$ cat src/rtl/pipe_addsub_pkg.sv
// Shared constants and helpers for the segmented add/subtract pipeline.
// Op-select encodings, saturation limits and the configuration legality test.
package pipe_addsub_pkg;

    localparam logic OP_ADD = 1'b0;
    localparam logic OP_SUB = 1'b1;

    // Upper bound on WIDTH; the saturation helpers return this many bits.
    localparam int MAX_W = 256;

    function automatic logic [MAX_W-1:0] sat_max(input int w);
        logic [MAX_W-1:0] v;
        v = '0;
        for (int i = 0; i < MAX_W; i++) begin
            if (i < w - 1) v[i] = 1'b1;
        end
        return v;
    endfunction

    function automatic logic [MAX_W-1:0] sat_min(input int w);
        logic [MAX_W-1:0] v;
        v = '0;
        for (int i = 0; i < MAX_W; i++) begin
            if (i == w - 1) v[i] = 1'b1;
        end
        return v;
    endfunction

    function automatic bit cfg_ok(input int w, input int s);
        return (s >= 1) && (s <= w) && (w <= MAX_W) && ((w % s) == 0);
    endfunction

endpackage

$ cat src/rtl/pipe_addsub_sat_add_seg.sv
// Purpose: one SW-bit carry segment of the pipelined adder.
// Latency: combinational.
// Backpressure: none; the enclosing pipeline stage owns the handshake.
module add_seg #(
    parameter int SW = 8
) (
    input  logic [SW-1:0] a_i,
    input  logic [SW-1:0] b_i,
    input  logic          cin_i,
    output logic [SW-1:0] sum_o,
    output logic          cout_o
);

    assign {cout_o, sum_o} = {1'b0, a_i} + {1'b0, b_i} + {{SW{1'b0}}, cin_i};

endmodule

$ cat src/rtl/pipe_addsub_sat.sv
// Purpose: carry-segmented, pipelined signed add/sub with optional saturation and overflow count.
// Latency: SEGS cycles from accept to out_valid, one op per cycle.
// Backpressure: whole pipeline freezes while out_valid && !out_ready; accepts need locked.
module pipe_addsub_sat
    import pipe_addsub_pkg::*;
#(
    parameter int WIDTH    = 32,
    parameter int SEGS     = 4,
    parameter bit SATURATE = 1'b0,
    parameter int OFCNT_W  = 16
) (
    input  logic               refclk,
    input  logic               rst,
    input  logic               locked,
    input  logic               in_valid,
    output logic               in_ready,
    input  logic [WIDTH-1:0]   a,
    input  logic [WIDTH-1:0]   b,
    input  logic               sub,
    output logic               out_valid,
    input  logic               out_ready,
    output logic [WIDTH-1:0]   sum,
    output logic               OF,
    output logic               co,
    output logic [OFCNT_W-1:0] of_count
);

    localparam int SW = WIDTH / SEGS;
    localparam int L  = SEGS - 1;

    localparam logic [MAX_W-1:0] SMAX_F = sat_max(WIDTH);
    localparam logic [MAX_W-1:0] SMIN_F = sat_min(WIDTH);
    localparam logic [WIDTH-1:0] SMAX   = SMAX_F[WIDTH-1:0];
    localparam logic [WIDTH-1:0] SMIN   = SMIN_F[WIDTH-1:0];

    if (!cfg_ok(WIDTH, SEGS)) begin : g_cfg_err
        $fatal(1, "pipe_addsub_sat: WIDTH must be a multiple of SEGS, 1 <= SEGS <= WIDTH");
    end

    logic adv;

    // Inputs seen by stage k: the ports for k = 0, otherwise the register of stage k-1.
    logic [WIDTH-1:0] st_a   [SEGS];
    logic [WIDTH-1:0] st_bx  [SEGS];
    logic [WIDTH-1:0] st_res [SEGS];
    logic             st_c   [SEGS];
    logic             st_sub [SEGS];
    logic             st_vld [SEGS];
    logic [SW-1:0]    seg_s  [SEGS];
    logic             seg_co [SEGS];

    logic               out_vld_q;
    logic [WIDTH-1:0]   sum_q;
    logic               of_q;
    logic               co_q;
    logic [OFCNT_W-1:0] cnt_q;

    assign adv      = !out_vld_q || out_ready;
    assign in_ready = locked && adv;

    // Subtraction is folded in up front as a + ~b + 1.
    assign st_a[0]   = a;
    assign st_bx[0]  = (sub == OP_SUB) ? ~b : b;
    assign st_res[0] = '0;
    assign st_c[0]   = sub;
    assign st_sub[0] = sub;
    assign st_vld[0] = in_valid && in_ready;

    for (genvar k = 0; k < SEGS; k++) begin : g_stage
        add_seg #(.SW(SW)) u_seg (
            .a_i    (st_a[k][k*SW +: SW]),
            .b_i    (st_bx[k][k*SW +: SW]),
            .cin_i  (st_c[k]),
            .sum_o  (seg_s[k]),
            .cout_o (seg_co[k])
        );

        if (k < L) begin : g_reg
            logic [WIDTH-1:0] a_q, bx_q, res_q, res_d;
            logic             c_q, sub_q, vld_q;

            always_comb begin
                res_d              = st_res[k];
                res_d[k*SW +: SW]  = seg_s[k];
            end

            always_ff @(posedge refclk) begin
                if (rst) begin
                    vld_q <= 1'b0;
                end else if (adv) begin
                    vld_q <= st_vld[k];
                end
            end

            always_ff @(posedge refclk) begin
                if (adv) begin
                    a_q   <= st_a[k];
                    bx_q  <= st_bx[k];
                    res_q <= res_d;
                    c_q   <= seg_co[k];
                    sub_q <= st_sub[k];
                end
            end

            assign st_a[k+1]   = a_q;
            assign st_bx[k+1]  = bx_q;
            assign st_res[k+1] = res_q;
            assign st_c[k+1]   = c_q;
            assign st_sub[k+1] = sub_q;
            assign st_vld[k+1] = vld_q;
        end
    end

    logic [WIDTH-1:0] raw, sum_d;
    logic             a_msb, b_msb, r_msb, of_d;

    always_comb begin
        raw             = st_res[L];
        raw[L*SW +: SW] = seg_s[L];
        a_msb           = st_a[L][WIDTH-1];
        b_msb           = st_bx[L][WIDTH-1] ^ st_sub[L];
        r_msb           = raw[WIDTH-1];
        if (st_sub[L] == OP_ADD) begin
            of_d = (a_msb == b_msb) && (r_msb != a_msb);
        end else begin
            of_d = (a_msb != b_msb) && (r_msb != a_msb);
        end
        sum_d = raw;
        if (SATURATE && of_d) begin
            sum_d = a_msb ? SMIN : SMAX;
        end
    end

    always_ff @(posedge refclk) begin
        if (rst) begin
            out_vld_q <= 1'b0;
            sum_q     <= '0;
            of_q      <= 1'b0;
            co_q      <= 1'b0;
            cnt_q     <= '0;
        end else begin
            if (adv) begin
                out_vld_q <= st_vld[L];
                sum_q     <= sum_d;
                of_q      <= of_d;
                co_q      <= seg_co[L];
            end
            if (out_vld_q && out_ready && of_q && (cnt_q != {OFCNT_W{1'b1}})) begin
                cnt_q <= cnt_q + 1'b1;
            end
        end
    end

    assign out_valid = out_vld_q;
    assign sum       = sum_q;
    assign OF        = of_q;
    assign co        = co_q;
    assign of_count  = cnt_q;

endmodule

$ cat config.mk
export PLATFORM = sky130hd
export DESIGN_NAME = pipe_addsub_sat
export DESIGN_NICKNAME = d
export VERILOG_FILES = /design/src/rtl/pipe_addsub_pkg.sv /design/src/rtl/pipe_addsub_sat_add_seg.sv /design/src/rtl/pipe_addsub_sat.sv
export SDC_FILE = /design/constraint.sdc
export NUM_CORES = 1
export LEC_CHECK = 0
export ABC_AREA = 1
export BUFFER_PORTS_ARGS = -buffer_cell sky130_fd_sc_hd__buf_4
export CORE_ASPECT_RATIO = 1.1
export CORE_MARGIN = 1.5
export CORE_UTILIZATION = 40
export DETAILED_ROUTE_END_ITERATION = 8
export PLACE_DENSITY = 0.68
export SLEW_MARGIN = 0
export SYNTH_ARGS = -nofsm -noshare
export SYNTH_HDL_FRONTEND = slang
export SYNTH_SLANG_ARGS = --single-unit
$ cat constraint.sdc
create_clock -name refclk -period 16.7 [get_ports refclk]
set_input_delay 0.835 -clock refclk [delete_from_list [all_inputs] [get_ports refclk]]
set_output_delay 0.835 -clock refclk [all_outputs]
set_load 0.1 [all_outputs]
==> impl_metrics.toml <==
[clock_tree]
cts.sinks = 201
cts_resized = 0
cts.clk_slew.worst_paths_ns = 0.06
cts_hold_buf = 0
cts_setup_buffers = 0
cts_tree = "done"
cts_buffer_depth = 3
insertion_delay_ns = 0.48
cts_buffers = 21
htreeDepth = 1
cts_root_buf = "clkbuf_16"

[drt]
first_iter_violations = 271
dr.pass1.iters = 4
drtAntennaViolNets = 0
wl_per_cell_um = 13.4
routed_wl_mm = 14.6
vias_per_cell = 4.65
num_vias = 5084
drcViolationCount = 0

[worst_setup_path]
path_cells = "buf_4 -> nor2_2 -> buf_4 -> inv_6 -> buf_4"
endpoint_kind = "flop"
critPathSlowestCell = "buf_4"
startpoint_type = "input pin"
worstPathRequired_ns = 16.80
cp_data_arrival_time_ns = 2.78
crit_top_cell = "buf_4"
cpPeakStageDelay_ns = 0.84
path_class = "input pin to flop"
cp_max_fo = 111

[logic_synthesis]
synth_edf_count = 147
synth.yosys.seq_area_share = 0.661
synth_area_per_cell_sq_um = 12.0
netlist_instances = 695
synth.cell_area_sq_um = 8310
ys_types = 29
synthArstFlopShare = 0
syn-num-nets = 801
yosysWarnings = 0
dominantRegCellSynth = "edfxtp_1"
ys_ff_latch = 201

[sta]
drv_slew = 0
setup_viol_count_final = 0
hold_ws_ns = 0.413
max_freq_mhz = 373
hold_viol = 0
relSlewSlack = 0.339
worst_pin_slew_ns = 0.991
rsz0062_at_grt = "no"
period_needed_ns = 2.68
clock_skew_ns = 0.0111
fin_setup_tns_ns = 0
min_period_over_period = 0.161

[flow_run]
drv_cap = 0

[global_route]
grt_usage = 0.133
grt_pass1_wl_mm = 23.1
grt_pass1_vias = 4755
gr-total-overflow = 0
antenna_found_initial = 0
grt_max_degree = 112

[power]
powerDensity_nw_per_um2 = 141
ir_drop_uv = 80.2
leakagePower_uw = 0.00438

[final_layout]
final_cell_mix = "edfxtp_1 (147), buf_4 (123), nand2_1 (114), nor2_1 (76), dfxtp_1 (54)"
antenna_cells = 0
drive_gt1_frac = 0.213
syn_to_final_growth_pct = 23.3
nNetsFinal = 929
final_common_cell = "edfxtp_1"

[placed_design]
dp_hpwl_mm = 9.95
io_buffer_count = 121
gp_congestion = 0.832

[floorplanning]
fp.dieW_um = 140
die_h_um = 154
core_area_sq_um = 20500
row_count = 55
die_area_sq_um = 21700
ios = 122
start_util = 0.405

[run_status]
status = "completed"

[min_path]
hp-class = "flop to flop"
-- flip-flops by register name, summed over array words and instances (netlist names) --
signal / count
g_stage.g_reg.a_q: 48
g_stage.g_reg.bx_q: 48
of_count: 16
out_valid: 1
co: 1
g_stage.g_reg.vld_q: 3
g_stage.g_reg.res_q: 48
g_stage.g_reg.c_q: 3
OF: 1
sum: 32
-- through the flow --
step                utilization  cell area [sq um]  instances  total power [uW]  worst slack [ns]
global placement          0.462               9480       1056               943             13.51
CTS                       0.500              10200       1093              1460             14.00
global route              0.500              10200       1093              1510             13.84
finish                    0.500              10200       1093              1450             14.02
floorplan                     -               8310        695               874             10.86
detailed placement        0.462               9480       1056               950             13.50
-- kinds of logic (layout without fill, tap and decap cells) --
family,count (synthesis),count (layout),synth area share
xor+xnor,59,59,0.0622
buf+inv,70,212,0.0331
compound gates,92,92,0.0644
fa+ha+maj,36,36,0.0605
simple gates,237,237,0.119
flops,201,201,0.661
-- path summary, 6_finish.rpt --
| path | startpoint | endpoint | slack [ns] | depth (start not counted) |
|---|---|---|---|---|
| max | out_ready | g_stage[0].g_reg.a_q[25]$_DFFE_PN_ | 14.02 | 5 |
| min | g_stage[1].g_reg.res_q[10]$_DFFE_PN_ | g_stage[2].g_reg.res_q[10]$_DFFE_PN_ | 0.41 | 0 |
| max reg2reg | out_valid$_SDFFE_PP0N_ | g_stage[0].g_reg.a_q[25]$_DFFE_PN_ | 14.08 | 5 |
| min reg2reg | g_stage[1].g_reg.res_q[10]$_DFFE_PN_ | g_stage[2].g_reg.res_q[10]$_DFFE_PN_ | 0.41 | 0 |
-- area by class of cell --
cell class	count	area [sq um]
repair buffers	123	923
well taps	256	320
fillers	1834	10300
clock inverters	12	215
clock buffers	25	551
multi-input cells	424	2540
flip-flops and latches	201	5500
inverters	52	200
-- per-layer routing --
layer,up-vias,track usage,part of all wire
met4,0,0.0372,0.018
li1,2634,-,-
met5,-,0,0
met2,106,0.231,0.49
met3,24,0.0232,0.053
met1,2320,0.171,0.44
-- cell usage after synthesis, types with 2 or more instances --
library cell  number  share of area
a21o_1             2         0.0018
a21oi_1           29          0.017
a21oi_2           10          0.011
a31oi_1            3         0.0023
buf_2              4         0.0024
clkbuf_1          13         0.0059
dfxtp_1           54           0.13
edfxtp_1         147           0.53
fa_1               7          0.017
ha_1              29          0.044
inv_1             52          0.023
nand2_1          114          0.051
nand2_2            3         0.0023
nand3_1           25          0.015
nand4_1           12         0.0090
nor2_1            77          0.035
nor2_2             2         0.0015
o211ai_1           4         0.0036
o21ai_0           40          0.024
o21bai_1           2         0.0018
xnor2_1            7         0.0074
xor2_1            52          0.055
-- power breakdown --
group,total [uW],internal [uW],leakage (uW),switching [uW]
Combinational,277,75.3,0.00201,202
Sequential,658,630,0.00200,28.4
Clock,511,328,0.000379,182
-- critical path, delay by kind of cell --
kind / cells / cell delay [ns]
and+or+nand+nor: 1 / 0.03
buffers and inverters: 4 / 1.79
Note: power is estimated with default switching activity, not from simulation.
